### src/rtl/ccg_sweep_pkg.sv
// Shared types and constants for the exhaustive-sweep controller and its MISR.
package ccg_sweep_pkg;

  typedef enum logic [1:0] {
    ST_IDLE,
    ST_SETTLE,
    ST_CAPTURE,
    ST_DONE
  } state_t;

  localparam logic [15:0] MISR_POLY = 16'h1021;
  localparam logic [15:0] MISR_SEED = 16'hFFFF;

endpackage

### src/rtl/ccg_misr.sv
// Multiple-input signature register: shift with CCITT-style feedback, then fold in the
// zero-extended data word.
module ccg_misr
  import ccg_sweep_pkg::*;
#(
  parameter int              SIG_W = 16,
  parameter int              N_OUT = 8,
  parameter logic [SIG_W-1:0] POLY = SIG_W'(MISR_POLY)
) (
  input  logic             clk,
  input  logic             rst_n,
  input  logic             init,
  input  logic             en,
  input  logic [N_OUT-1:0] din,
  output logic [SIG_W-1:0] sig
);

  logic [SIG_W-1:0] sh;

  always_comb begin
    sh = {sig[SIG_W-2:0], 1'b0} ^ (sig[SIG_W-1] ? POLY : '0);
  end

  // NOTE: sequential state is updated only with non-blocking assignments so every
  // flop samples the pre-edge values regardless of process evaluation order.
  always_ff @(posedge clk or negedge rst_n) begin
    if (!rst_n) begin
      sig <= '1;
    end else if (init) begin
      sig <= '1;
    end else if (en) begin
      sig <= sh ^ SIG_W'(din);
    end
  end

endmodule

### src/rtl/ccg_sweep_ctrl.sv
// Drives a combinational CUT through every input vector, writes a truth table, builds a
// MISR signature and tracks which outputs stayed constant for the whole sweep.
module ccg_sweep_ctrl
  import ccg_sweep_pkg::*;
#(
  parameter int N_IN   = 3,
  parameter int N_OUT  = 8,
  parameter int SETTLE = 2,
  parameter int SIG_W  = 16
) (
  input  logic             clk,
  input  logic             rst_n,
  input  logic             start,
  input  logic             abort,
  output logic [N_IN-1:0]  cut_in,
  input  logic [N_OUT-1:0] cut_out,
  output logic             busy,
  output logic             done,
  output logic             result_valid,
  output logic             tt_wr_en,
  output logic [N_IN-1:0]  tt_addr,
  output logic [N_OUT-1:0] tt_data,
  output logic [SIG_W-1:0] signature,
  output logic [N_OUT-1:0] const_mask,
  output logic [N_OUT-1:0] const_val
);

  localparam int              VEC_W = N_IN + 1;
  localparam int              CNT_W = $clog2(SETTLE + 1);
  localparam logic [VEC_W-1:0] LAST = VEC_W'((1 << N_IN) - 1);

  state_t           state, state_next;
  logic [VEC_W-1:0] vec;
  logic [CNT_W-1:0] cnt;
  logic             accept, cap_fire, finish;

  // NOTE: every signal assigned in this block gets a default first, so no path leaves
  // it unassigned and no latch is inferred.
  always_comb begin
    state_next = state;
    accept     = 1'b0;
    cap_fire   = 1'b0;
    finish     = 1'b0;
    case (state)
      ST_IDLE: begin
        if (start && !abort) begin
          state_next = ST_SETTLE;
          accept     = 1'b1;
        end
      end
      ST_SETTLE: begin
        if (abort)                   state_next = ST_IDLE;
        else if (cnt == CNT_W'(1))   state_next = ST_CAPTURE;
      end
      ST_CAPTURE: begin
        if (abort) begin
          state_next = ST_IDLE;
        end else begin
          cap_fire   = 1'b1;
          state_next = (vec == LAST) ? ST_DONE : ST_SETTLE;
        end
      end
      ST_DONE: begin
        state_next = ST_IDLE;
        finish     = !abort;
      end
      default: state_next = ST_IDLE;
    endcase
  end

  always_ff @(posedge clk or negedge rst_n) begin
    if (!rst_n) state <= ST_IDLE;
    else        state <= state_next;
  end

  always_ff @(posedge clk or negedge rst_n) begin
    if (!rst_n) begin
      vec          <= '0;
      cnt          <= '0;
      busy         <= 1'b0;
      done         <= 1'b0;
      result_valid <= 1'b0;
      tt_wr_en     <= 1'b0;
      tt_addr      <= '0;
      tt_data      <= '0;
      const_mask   <= '1;
      const_val    <= '0;
    end else begin
      done     <= finish;
      tt_wr_en <= cap_fire;
      busy     <= (state_next == ST_SETTLE) || (state_next == ST_CAPTURE);

      if (state == ST_SETTLE) cnt <= cnt - CNT_W'(1);

      if (accept) begin
        vec          <= '0;
        cnt          <= CNT_W'(SETTLE);
        const_mask   <= '1;
        result_valid <= 1'b0;
      end

      if (cap_fire) begin
        tt_addr <= vec[N_IN-1:0];
        tt_data <= cut_out;
        if (vec == '0) const_val  <= cut_out;
        else           const_mask <= const_mask & ~(cut_out ^ const_val);
        if (vec != LAST) begin
          vec <= vec + VEC_W'(1);
          cnt <= CNT_W'(SETTLE);
        end
      end

      if (finish) result_valid <= 1'b1;

      // Park the CUT at vector 0 whenever the sweep ends, normally or by abort.
      if (state != ST_IDLE && state_next == ST_IDLE) vec <= '0;
    end
  end

  assign cut_in = vec[N_IN-1:0];

  ccg_misr #(
    .SIG_W(SIG_W),
    .N_OUT(N_OUT),
    .POLY (SIG_W'(MISR_POLY))
  ) u_misr (
    .clk  (clk),
    .rst_n(rst_n),
    .init (accept),
    .en   (cap_fire),
    .din  (cut_out),
    .sig  (signature)
  );

endmodule

### config.mk
export PLATFORM = sky130hd
export DESIGN_NAME = ccg_sweep_ctrl
export DESIGN_NICKNAME = d
export VERILOG_FILES = /design/src/rtl/ccg_sweep_pkg.sv /design/src/rtl/ccg_misr.sv /design/src/rtl/ccg_sweep_ctrl.sv
export SDC_FILE = /design/constraint.sdc
export NUM_CORES = 1
export LEC_CHECK = 0
export ABC_AREA = 0
export BUFFER_PORTS_ARGS = -buffer_cell sky130_fd_sc_hd__buf_2
export CAP_MARGIN = 20
export CORE_UTILIZATION = 50
export DETAILED_ROUTE_END_ITERATION = 12
export GPL_ROUTABILITY_DRIVEN = 0
export MAX_ROUTING_LAYER = met4
export PLACE_DENSITY = 0.84
export SLEW_MARGIN = 40
export SYNTH_ARGS = -nofsm -noshare
export SYNTH_HDL_FRONTEND = slang
export SYNTH_SLANG_ARGS = --single-unit
export TNS_END_PERCENT = 50
### constraint.sdc
create_clock -name clk -period 2 [get_ports clk]
set_input_delay 0.4 -clock clk [delete_from_list [all_inputs] [get_ports clk]]
set_output_delay 0.4 -clock clk [all_outputs]
set_load 0.1 [all_outputs]
# Yosys cells after proc, flatten, opt, wreduce, memory -nomap -nowiden
# Index checks and enable logic that the tools add are counted.
# Widths: inputs -> output; s select.
[totals]
memories = 0
mem_bits_ro = 0
input_bits = 12
regBits = 55
ramBits = 0
output_inout_bits = 50
latchBits = 0
[classes]
magnitude_cmp = 0
shift = 0
n_addsub = 2
n_mul = 0
bitwise_logic = 5
n_eq_ne = 8
div_mod_pow = 0
muxes = 27
reduce_logical = 11
[op_table]
columns = ["operator", "n"]
rows = [
  ["$mux 16", 2],
  ["$mux 8", 3],
  ["$mux 2", 9],
  ["$mux 4", 4],
  ["$xor 16x16->16", 1],
  ["$xor 16x8->16", 1],
  ["$mux 13", 1],
  ["$and 8x8->8", 1],
  ["$not 8->8", 1],
  ["$pmux 2 s4", 1],
  ["$xor 8x8->8", 1],
  ["$mux 1", 7],
  ["$eq 2x1->1 const B", 3],
  ["$eq 2x2->1 const B", 3],
  ["$reduce_bool 2->1", 3],
  ["$add 4x1->4 const B", 1],
  ["$eq 4x3->1 const B", 1],
  ["$logic_not 2->1", 2],
  ["$logic_not 4->1", 1],
  ["$ne 4x3->1 const B", 1],
  ["$logic_and 1x1->1", 2],
  ["$reduce_and 2->1", 1],
  ["$sub 2x1->2 const B", 1],
  ["$logic_not 1->1", 1],
  ["$logic_or 1x1->1", 1],
]

# Longest topological paths before layout
[logic_depth]
word_depth = 8
depth_mapped = 8

# Hierarchy
# From an unflattened synthesis, not the netlist that was laid out.
[hier_totals]
cells_unflattened = 218
hier_area_um2 = 2476.1
[by_module_without_submodules]
columns = ["module", "cells_per_inst", "area_per_inst_um2", "n_inst"]
rows = [
  ["ccg_sweep_ctrl", 156, 1697.9, 1],
  ["ccg_misr", 62, 778.2, 1],
]

# Worst setup path before layout
# Ideal clock, no wire load.
[synth_path]
kind = "register to register"
from = "register vec[0]"
to = "register vec[2]"
setup_ns = 0.094
stages_incl_launch_ff = 8
n_path_buf = 0
slack_ns = 0.387
arrival_ns = 1.519
cell_sequence = "dfrtp_1 -> ha_1 -> and3b_1 -> nand3b_1 -> a21o_1 -> ha_1 -> o21a_1 -> a211oi_1"
[synth_between]
elab_chain_len = 7
elab_cells_between_ends = 11
classes_between = "add/sub: 1; eq/ne: 2; mux: 6; reduce/logical: 2"
[synth_rtl]
columns = ["item", "line", "rtl"]
rows = [
  ["from (decl)", "ccg_sweep_ctrl.sv:33", "logic [VEC_W-1:0] vec;"],
  ["from (signal assigned)", "ccg_sweep_ctrl.sv:108", "vec <= vec + VEC_W'(1);"],
  ["$eq 4x3->1", "ccg_sweep_ctrl.sv:60", "state_next = (vec == LAST) ? ST_DONE : ST_SETTLE;"],
  ["$mux 2", "ccg_sweep_ctrl.sv:60", ""],
  ["$mux 2", "ccg_sweep_ctrl.sv:56", "if (abort) begin"],
  ["$pmux 2 s4", "ccg_sweep_ctrl.sv:44", "case (state)"],
  ["$logic_not 2->1", "ccg_sweep_ctrl.sv:116", "if (state != ST_IDLE && state_next == ST_IDLE) vec <= '0;"],
  ["$logic_and 1x1->1", "ccg_sweep_ctrl.sv:116", ""],
  ["$mux 4 *", "ccg_sweep_ctrl.sv:116", ""],
]
# Mark *: on every way between the ends. The rest lies on a longest branch, timed or not.
# A chain may end at the register's enable or synchronous reset.

# Worst setup path after layout
[layout_path]
from = "register vec[1]"
to = "register vec[2]"
# The elaborated chain is that of the path after synthesis.

==> flow_summary.ini <==
[worst_setup_path]
start_kind = flop
cp.required_ns = 2.21
end_kind = flop
critical_path_arrival_ns = 2.08
path_max_fanout = 5
ff2ff_setup_slack_ns = 0.14
crit_type = flop to flop

[yosys]
synth_top_family_by_area = simple AND/OR/NAND/NOR gates
synth_xor_area_share_pct = 6.95
ys_warn_count = 0
synth_cells = 215
yosysUniqueCellTypes = 37
seq_area_frac_synth_pct = 58.7
synth_area_sq_um = 2400
synthesis.nets = 231
synth_top_area_share_pct = 32.4
synth_simple_gate_area_share_pct = 14.8
post-synth-top-area-cell = dfrtp_1
syn_area_per_cell_sq_um = 11.1
synth_ff_type = dfrtp_1
synth_compound_area_share_pct = 10.3
async_flop_share_pct = 100
synth-seq-cells = 55
synthAdderAreaFrac_pct = 2.09
synth_area_leaders = dfrtp_1 (32%), dfstp_2 (26%), nand2_1 (6.3%), mux2_2 (3.8%), xnor2_1 (3.7%)
synthMuxAreaShare_pct = 3.76
synth_edf_count = 0

[layout]
mostFrequentLayoutCell = buf_2
drive_gt1_share_pct = 40.7
layout.cells.most_common_list = buf_2 (61), nand2_1 (40), dfrtp_1 (31)
fillers = 367
fin_nets = 295
finalInstanceArea_sq_um = 2890
n_antenna_cell = 0
multi_input_area_sq_um = 918
ff_latch_area_sq_um = 1410
synthToLayoutAreaGrowth_pct = 20.6

[placed_design]
dp_hpwl_microns = 3560
io_buffers = 61
placed_area_sq_um = 2780
dp_slack_ns = 0.117

[floorplan]
die_height_microns = 71.2
io_pins = 62
die_area_sq_um = 5070
num_rows = 24
coreArea_sq_um = 4470
initial_core_util_pct = 53.6
die_x_microns = 71.2

[drt]
wl_per_cell_microns = 15.0
vias = 1748
ant_nets = 0
drtIter0Drc = 101
drt_pre_antenna_iters = 8
wirelength_microns = 4990
drcViolationCount = 3
via_per_inst = 5.27

[global_route]
grt_usage_pct = 22.3
grt_pass1_vias = 1756
overflow = 0
grt_max_degree = 29
antenna_found_initial = 0
grt_pass1_wl_microns = 8290

[sta]
slew_violations = 0
grt_setup_unrepaired = false
min_period_over_period_pct = 93.1
worst_slew_pin_slew_ns = 0.509
hold_viol = 0
fmax_mhz = 537
clock_skew_ns = 0.00935
min_period_ns = 1.86
finalSetupViolations = 0
fin_setup_tns_ns = 0
maxSlewHeadroom_pct = 66.3
setup_slack_ns = 0.137

[outcome]
violations = design-rule violations
status = complete, but fails checks

[clock_tree]
path_clk_slew_ns = 0.09
clock-sinks = 55
cts_root_buf = clkbuf_8
cts_buffers = 5
htree_levels = 2
cts_tree = built
cts_buffer_depth = 2
clk_latency_ns = 0.31

[power]
power_density_nw_per_um2 = 1400
p_leak_nw = 1.40
vdd_ir_drop_max_v = 0.000810

[hold_path]
hold_class = primary input to async pin

[run]
drv_cap = 0
-- cell usage after synthesis (all sizes together), types with 2 or more instances --
master,count
a21o,2
a21oi,13
a2bb2oi,8
buf,9
clkbuf,2
dfrtp,31
dfstp,24
ha,4
inv,5
mux2,8
nand2,42
nand3,10
nand3b,2
nor2,13
nor2b,2
o211ai,2
o21ai,3
o22a,3
xnor2,10
xor2,9
-- power by group --
| part | internal [mW] | switching [mW] | leakage, nW |
|---|---|---|---|
| registers | 1.32 | 0.141 | 0.666 |
| logic | 0.335 | 1.51 | 0.676 |
| clock network | 0.378 | 0.355 | 0.0558 |
| total | 2.04 | 2.00 | 1.40 |
-- routing by layer --
| metal | vias up | share of wire [%] | global-route usage [%] |
|---|---|---|---|
| met2 | 40 | 48 | 33.1 |
| met3 | 8 | 4.4 | 4.64 |
| li1 | 856 | - | - |
| met4 | 0 | 2.0 | 9.33 |
| met1 | 844 | 45 | 30.1 |
| met5 | - | 0 | - |
-- metrics by stage --
stage               utilization, %  cells  power, mW  hold WS, ns
CTS                           64.5    332       4.07       0.0256
detailed placement            62.0    324       3.33        0.372
floorplan                        -    215       3.02        0.104
global placement              62.0    324       3.31        0.362
global route                  64.6    332       4.20       0.0310
finish                        64.6    332       4.04       0.0209
-- cells by family (layout without fill, tap and decap cells) --
kind of cell,Yosys count,count (layout)
AO/OA/AOI/OAI,36,36
XOR/XNOR,19,19
adder cells (fa/ha/maj),4,4
buffers and inverters,16,81
flip-flops,55,55
multiplexers,8,8
AND/OR/NAND/NOR,77,77
-- what timing repair did --
item | 4_1_cts | 5_1_grt
setup endpoints to repair | 0 | 1
hold buffers | 0 | 0
setup buffers | 0 | 0
resized for setup | 0 | 2
-- critical path, stage by stage (launching register included) --
cell	delay (ns)
dfrtp_1	0.43
ha_2	0.24
and3b_2	0.26
nand3b_1	0.11
a21o_1	0.19
ha_1	0.17
o21a_1	0.15
a211oi_1	0.22
-- path summary, 6_finish.rpt --
check / startpoint / to / cells past startpoint
setup reg to reg: vec[1] / vec[2] / 7
min in group clk: abort / state[1] / 2
hold reg to reg: tt_data[1] / tt_data[1] / 2
max in group asynchronous: rst_n / const_mask[5] / 2
setup / recovery: vec[1] / vec[2] / 7
hold / removal: rst_n / tt_addr[0] / 1
-- state kept, by name, indices dropped and copies added (netlist names) --
signal,count
busy,1
cnt,2
const_mask,8
const_val,8
done,1
result_valid,1
state,2
tt_addr,3
tt_data,8
tt_wr_en,1
u_misr.sig,16
vec,4
-- final cells by class --
class	instances	share of cell area (%)
clock buffers	6	2.51
inverters	5	0.649
multi-input cells	144	31.8
clock inverters	2	1.34
flip-flops and latches	55	48.7
repair buffers	68	12.8
well taps	52	2.25
No activity file was read; power rests on OpenSTA's default activity.
